**src/rtl/onehot_pkg.sv**
```systemverilog
`default_nettype none
// ============================================================================
//  Module      : onehot_pkg
//  Description : Shared widths and enumerations for the one-hot encoder path.
//  Revision    : 1.0 - initial release
// ============================================================================
package onehot_pkg;

    localparam int ONEHOT_W = 8;
    localparam int CODE_W   = 3;

    typedef enum logic [1:0] {
        ERR_OK    = 2'd0,
        ERR_ZERO  = 2'd1,
        ERR_MULTI = 2'd2
    } err_class_t;

    typedef enum logic [0:0] {
        SETTLE = 1'b0,
        STABLE = 1'b1
    } db_state_t;

endpackage
`default_nettype wire

```
**src/rtl/onehot_sync_debounce.sv**
```systemverilog
`default_nettype none
// ============================================================================
//  Module      : onehot_sync_debounce
//  Description : Two-flop synchroniser plus debounce FSM; pulses o_accept once
//                for every newly stable word that differs from the last one.
//  Revision    : 1.0 - initial release
// ============================================================================
module onehot_sync_debounce
    import onehot_pkg::*;
#(
    parameter int STABLE_CYCLES = 4
) (
    input  logic                clk,
    input  logic                rst_n,
    input  logic [ONEHOT_W-1:0] i_oh,
    output logic                o_accept,
    output logic [ONEHOT_W-1:0] o_word
);

    localparam logic [7:0] c_cnt_last = 8'(STABLE_CYCLES - 1);

    logic [ONEHOT_W-1:0] r_sync1;
    logic [ONEHOT_W-1:0] r_sync2;
    logic [ONEHOT_W-1:0] r_prev;
    logic [ONEHOT_W-1:0] r_last;
    logic [7:0]          r_cnt;
    logic                r_accept;
    db_state_t           r_state;

    always_ff @(posedge clk or negedge rst_n) begin
        if (!rst_n) begin
            r_sync1  <= '0;
            r_sync2  <= '0;
            r_prev   <= '0;
            r_last   <= '0;
            r_cnt    <= '0;
            r_accept <= 1'b0;
            r_state  <= SETTLE;
        end else begin
            r_sync1  <= i_oh;
            r_sync2  <= r_sync1;
            r_prev   <= r_sync2;
            r_accept <= 1'b0;
            case (r_state)
                SETTLE: begin
                    if (r_sync2 != r_prev) begin
                        r_cnt <= '0;
                    end else if (r_cnt == c_cnt_last) begin
                        r_state <= STABLE;
                        r_cnt   <= '0;
                        // A re-settled copy of the previous word is not news.
                        if (r_sync2 != r_last) begin
                            r_accept <= 1'b1;
                            r_last   <= r_sync2;
                        end
                    end else begin
                        r_cnt <= r_cnt + 8'd1;
                    end
                end
                STABLE: begin
                    if (r_sync2 != r_prev) begin
                        r_state <= SETTLE;
                        r_cnt   <= '0;
                    end
                end
                default: begin
                    r_state <= SETTLE;
                    r_cnt   <= '0;
                end
            endcase
        end
    end

    assign o_accept = r_accept;
    assign o_word   = r_last;

endmodule
`default_nettype wire

```
**src/rtl/onehot_encoder_rx.sv**
```systemverilog
`default_nettype none
// ============================================================================
//  Module      : onehot_encoder_rx
//  Description : Debounced 8-bit one-hot to 3-bit index encoder with a
//                valid/ready output register, overrun flag and error counter.
//                Build option ONEHOT_ENC_PRIORITY_EN: multi-hot words resolve
//                to the highest set bit instead of being flagged as errors.
//  Revision    : 1.0 - initial release
// ============================================================================
module onehot_encoder_rx
    import onehot_pkg::*;
#(
    parameter int STABLE_CYCLES = 4,
    parameter int CNT_W         = 8
) (
    input  logic             clk,
    input  logic             rst_n,
    input  logic [7:0]       oh_in,
    input  logic             clr,
    input  logic             out_ready,
    output logic             out_valid,
    output logic [2:0]       out_code,
    output logic [1:0]       out_err,
    output logic             overrun,
    output logic [CNT_W-1:0] err_cnt
);

    logic                w_accept;
    logic [ONEHOT_W-1:0] w_word;
    logic [3:0]          w_pop;
    logic [CODE_W-1:0]   w_hi;
    logic [CODE_W-1:0]   w_code;
    err_class_t          w_err;
    logic                w_load;
    logic                w_drop;

    logic                r_valid;
    logic [CODE_W-1:0]   r_code;
    logic [1:0]          r_err;
    logic                r_overrun;
    logic [CNT_W-1:0]    r_err_cnt;

    onehot_sync_debounce #(
        .STABLE_CYCLES (STABLE_CYCLES)
    ) u_sync_debounce (
        .clk      (clk),
        .rst_n    (rst_n),
        .i_oh     (oh_in),
        .o_accept (w_accept),
        .o_word   (w_word)
    );

    // Ascending scan leaves w_hi at the highest set bit.
    always_comb begin
        w_pop = '0;
        w_hi  = '0;
        for (int i = 0; i < ONEHOT_W; i++) begin
            if (w_word[i]) begin
                w_pop = w_pop + 4'd1;
                w_hi  = CODE_W'(i);
            end
        end
    end

    always_comb begin
        w_code = '0;
        w_err  = ERR_OK;
        if (w_pop == 4'd0) begin
            w_err = ERR_ZERO;
        end else if (w_pop == 4'd1) begin
            w_code = w_hi;
        end else begin
`ifdef ONEHOT_ENC_PRIORITY_EN
            w_code = w_hi;
`else
            w_err  = ERR_MULTI;
`endif
        end
    end

    assign w_load = w_accept && (!r_valid || out_ready);
    assign w_drop = w_accept && r_valid && !out_ready;

    always_ff @(posedge clk or negedge rst_n) begin
        if (!rst_n) begin
            r_valid <= 1'b0;
            r_code  <= '0;
            r_err   <= '0;
        end else if (w_load) begin
            r_valid <= 1'b1;
            r_code  <= w_code;
            r_err   <= w_err;
        end else if (r_valid && out_ready) begin
            r_valid <= 1'b0;
        end
    end

    // Errors are counted on acceptance, whether the word was loaded or dropped.
    always_ff @(posedge clk or negedge rst_n) begin
        if (!rst_n) begin
            r_overrun <= 1'b0;
            r_err_cnt <= '0;
        end else if (clr) begin
            r_overrun <= 1'b0;
            r_err_cnt <= '0;
        end else begin
            if (w_drop) begin
                r_overrun <= 1'b1;
            end
            if (w_accept && (w_err != ERR_OK) && (r_err_cnt != '1)) begin
                r_err_cnt <= r_err_cnt + CNT_W'(1);
            end
        end
    end

    assign out_valid = r_valid;
    assign out_code  = r_code;
    assign out_err   = r_err;
    assign overrun   = r_overrun;
    assign err_cnt   = r_err_cnt;

endmodule
`default_nettype wire

```
**config.mk**
```make
export PLATFORM = sky130hd
export DESIGN_NAME = onehot_encoder_rx
export DESIGN_NICKNAME = d
export VERILOG_FILES = /design/src/rtl/onehot_pkg.sv /design/src/rtl/onehot_sync_debounce.sv /design/src/rtl/onehot_encoder_rx.sv
export SDC_FILE = /design/constraint.sdc
export NUM_CORES = 1
export LEC_CHECK = 0
export CAP_MARGIN = 30
export CORE_MARGIN = 2
export CORE_UTILIZATION = 55
export DETAILED_ROUTE_END_ITERATION = 10
export GPL_ROUTABILITY_DRIVEN = 0
export GPL_TIMING_DRIVEN = 0
export PLACE_DENSITY = 0.89
export SLEW_MARGIN = 10
export SYNTH_ARGS = -nofsm -noshare
export SYNTH_HDL_FRONTEND = slang
export SYNTH_HIERARCHICAL = 1
export SYNTH_SLANG_ARGS = --single-unit
```
**constraint.sdc**
```tcl
create_clock -name clk -period 12.8 [get_ports clk]
set_input_delay 3.84 -clock clk [delete_from_list [all_inputs] [get_ports clk]]
set_output_delay 3.84 -clock clk [all_outputs]
set_load 0.02 [all_outputs]
```
==> flow_summary.json <==
{
  "crit_path_cell_trace": "ha_1 -> or2_1 -> and2_1 -> ha_1 -> and2_1 -> a21o_1 -> ha_1 -> nor2b_1 -> nor2_1 -> ha_1 -> a32oi_1 -> nand2b_1 -> ha_1 -> nand2b_1 -> o21a_1 -> ha_1 -> nand2_1 -> nand2_1 -> nor4b_1 -> nand2b_4 -> a221oi_2 -> buf_6 -> nand2_2 -> o31ai_1",
  "path_buf_inv": 1,
  "end_kind": "flop",
  "grt_max_degree": 38,
  "p_switching_w": 0.00008049,
  "yosysTopAreaCell": "dfrtp_1",
  "critPathMaxStageDelay_ns": 0.58,
  "clock_latency_ns": 0.33,
  "cts_buffer_depth": 2,
  "async_flop_share": 1.000,
  "cp_max_fo": 10,
  "grtUsageMet2": 0.3521,
  "grt_remaining_overflow": 0,
  "cts_tree": "built",
  "clock.fmax_mhz": 174.6,
  "status": "completed",
  "r2r_start": "u_sync_debounce/o_word[0]",
  "wl_per_cell_um": 14.99,
  "global_route.usage.met3": 0.05682,
  "crit_family": "simple AND/OR/NAND/NOR gates",
  "cts-root-buf": "clkbuf_8",
  "tightest_slew_ns": 0.6786,
  "whs_ns": 0.3467,
  "synth_fp_nets": 309,
  "antennaDiodeCount": 0,
  "finalHoldViolations": 0,
  "syn_area_sq_um": 3088,
  "synth_top_area_share": 0.4619,
  "seqPwrFrac": 0.461,
  "holdPathStages": 0,
  "drtAntennaViolNets": 0,
  "finalSetupViolCount": 0,
  "viasPerCell": 5.697,
  "syn2layout_area_growth_pct": 19.73,
  "slew_headroom": 0.5412,
  "remaining_drc_errors": 0,
  "power_density_nw_per_um2": 109.5,
  "num_rows": 27,
  "min-delay-start": "u_sync_debounce/r_sync1[6]",
  "gr-max-usage-layer": "met2",
  "place_area_sq_um": 3453,
  "dp_hpwl_um": 3979,
  "core-area_sq_um": 5473,
  "post_cts_resized": 0,
  "use_met1": 0.2787,
  "die_x_um": 78.93,
  "syn_inst": 287,
  "total_power_w": 0.0004048,
  "crit_path_start": "u_sync_debounce/o_word[0]",
  "grt_pass1_vias": 2277,
  "wl_um": 6026,
  "cts_hold_buf": 0,
  "cpMostUsedCell": "ha_1",
  "cp_slowest_cell": "nor4b_1",
  "drt-initial-drc-count": 160,
  "seq_area_frac_synth": 0.4619,
  "h-tree-depth": 3,
  "fin_tns_setup_ns": 0,
  "rrSetupSlack_ns": 7.07,
  "leakage_nw": 1.651,
  "swShare": 0.1989,
  "crit_required_ns": 13.03,
  "ir_drop_v": 0.00008731,
  "syn_avg_cell_area_sq_um": 10.76,
  "clk_pin_slew_ns": 0.06,
  "grt_pass1_wl_um": 10460,
  "intPower_w": 0.0003243,
  "gr-usage-all-layers": 0.2178,
  "hold_class": "reg2reg",
  "synth_cell_type_count": 59,
  "nets": 347,
  "die_y_um": 78.93,
  "cts_made_buffers": 9,
  "first_pass_iters": 4,
  "drv_cap": 0,
  "ios": 27,
  "via_count": 2290,
  "power_frac_comb": 0.031,
  "worstSetupStartpointType": "flop",
  "fin_skew_ns": 0.005440,
  "drive_gt1_frac": 0.1485,
  "worst-setup-path-type": "reg2reg",
  "slew_violations": 0,
  "hold-path-endpoint": "u_sync_debounce/r_sync2[6]",
  "ys_warn_count": 6,
  "synth_edf_count": 0,
  "rsz0062_at_grt": "false",
  "start_util": 0.5642,
  "ys_ff_latch": 57,
  "cts_sinks": 57,
  "postSynth.topFlopCell": "dfrtp_1",
  "pwr-share-clk": 0.508,
  "cts_setup_buffers": 0,
  "worst_r2r_path_depth": 24,
  "min_period_ns": 5.728,
  "r2r_end": "out_code[0]",
  "synthTopCellsByArea": "dfrtp_1, mux2_4, ha_1, nor2_1, xor2_1",
  "io_buffers": 26,
  "arrival_ns": 5.95,
  "die_area_sq_um": 6230,
  "period_share": 0.4475,
  "stdcell_area_sq_um": 3697,
  "antenna_found_initial": 0
}
registers in the layout, summed over array words and instances, names as in the netlist:
name	flops
err_cnt	8
out_code	3
out_err	2
out_valid	1
overrun	1
u_sync_debounce/o_accept	1
u_sync_debounce/o_word	8
u_sync_debounce/r_cnt	8
u_sync_debounce/r_prev	8
u_sync_debounce/r_state	1
u_sync_debounce/r_sync1	8
u_sync_debounce/r_sync2	8
final cells by class:
class                           instances  area (sq um)
Timing Repair Buffer                   27         275.3
Clock inverter                          5         102.6
Inverter                               13         48.80
Tap cell                               72         90.09
Buffer                                 11         60.06
Sequential cell                        57          1426
Fill cell                             398          1775
Multi-Input combinational cell        206          1553
Clock buffer                           11         141.4
how the worst max path moves through the flow:
stage / to / slack [ns] / depth (start not counted)
final: out_code[0] / 7.07 / 24
after global routing: out_code[0] / 6.69 / 24
after CTS: out_code[0] / 7.10 / 24
after detailed placement: err_cnt[0] / 7.12 / 24
after global placement: u_sync_debounce/r_sync1[1] / 6.29 / 1
after floorplan: err_cnt[0] / 7.66 / 24
cells in the final DEF, fill, tap and decap left out, types with 9 or more instances in the layout:
master,synthesis,routed
clkbuf_8,0,10
clkdlybuf4s50_1,0,25
dfrtp_1,57,57
ha_1,10,10
inv_1,12,12
mux2_4,13,13
nand2_1,23,23
nor2_1,29,29
nor2b_1,9,9
xnor2_1,11,11
xor2_1,12,12
cell usage after synthesis (2+ instances only):
library cell  count
a22o_1            2
mux2i_1           2
a21oi_1           6
a21oi_2           5
o21ai_1           3
clkbuf_1          4
nor4_1            4
o21ai_0           5
a22oi_1           2
and2_1            2
a21o_1            2
buf_1             2
nand4_1           7
and3_1            3
a311oi_1          2
buf_6             2
mux2_4           13
o31ai_1           3
inv_1            12
nand2b_1          6
nor3_1            5
ha_1             10
or4_1             2
nor2_1           29
nand2_1          23
a31oi_1           2
nand3_1           6
xnor2_2           2
dfrtp_1          57
buf_2             3
xor2_1           12
o21a_1            2
a221oi_1          3
xnor2_1          11
nor2b_1           9
metal layers:
metal	wire length, um	vias up	share of wire
met1	2557	1105	0.42
met3	293	14	0.049
met5	0	-	0
met2	3071	76	0.51
li1	-	1095	-
met4	104	0	0.017
per-stage QoR:
step             util  setup slack (ns)  std cells
2_1_floorplan       -             7.660        287
3_3_place_gp   0.6283             6.292        385
3_5_place_dp   0.6310             7.124        386
4_1_cts        0.6756             7.103        402
5_1_grt        0.6756             6.688        402
6_report       0.6756             7.072        402
power groups by stage:
stage	clock (W)	combinational, W	sequential (W)
finish	0.000206	0.0000124	0.000187
floorplan	0	0.00000406	0.000189
CTS	0.000211	0.0000128	0.000187
global route	0.000218	0.0000143	0.000187
global placement	0	0.0000115	0.000190
detailed placement	0	0.0000127	0.000190
logic make-up (layout without fill, tap and decap cells):
group	Yosys count	count (layout)	share of synthesized area
flip-flops	57	57	0.4619
buffers and inverters	24	67	0.03525
AND/OR/NAND/NOR	105	105	0.1750
AO/OA/AOI/OAI	47	47	0.1139
multiplexers	16	16	0.07334
adder cells (fa/ha/maj)	10	10	0.04052
XOR/XNOR	28	28	0.1001
Note: power is estimated with default switching activity, not from simulation.
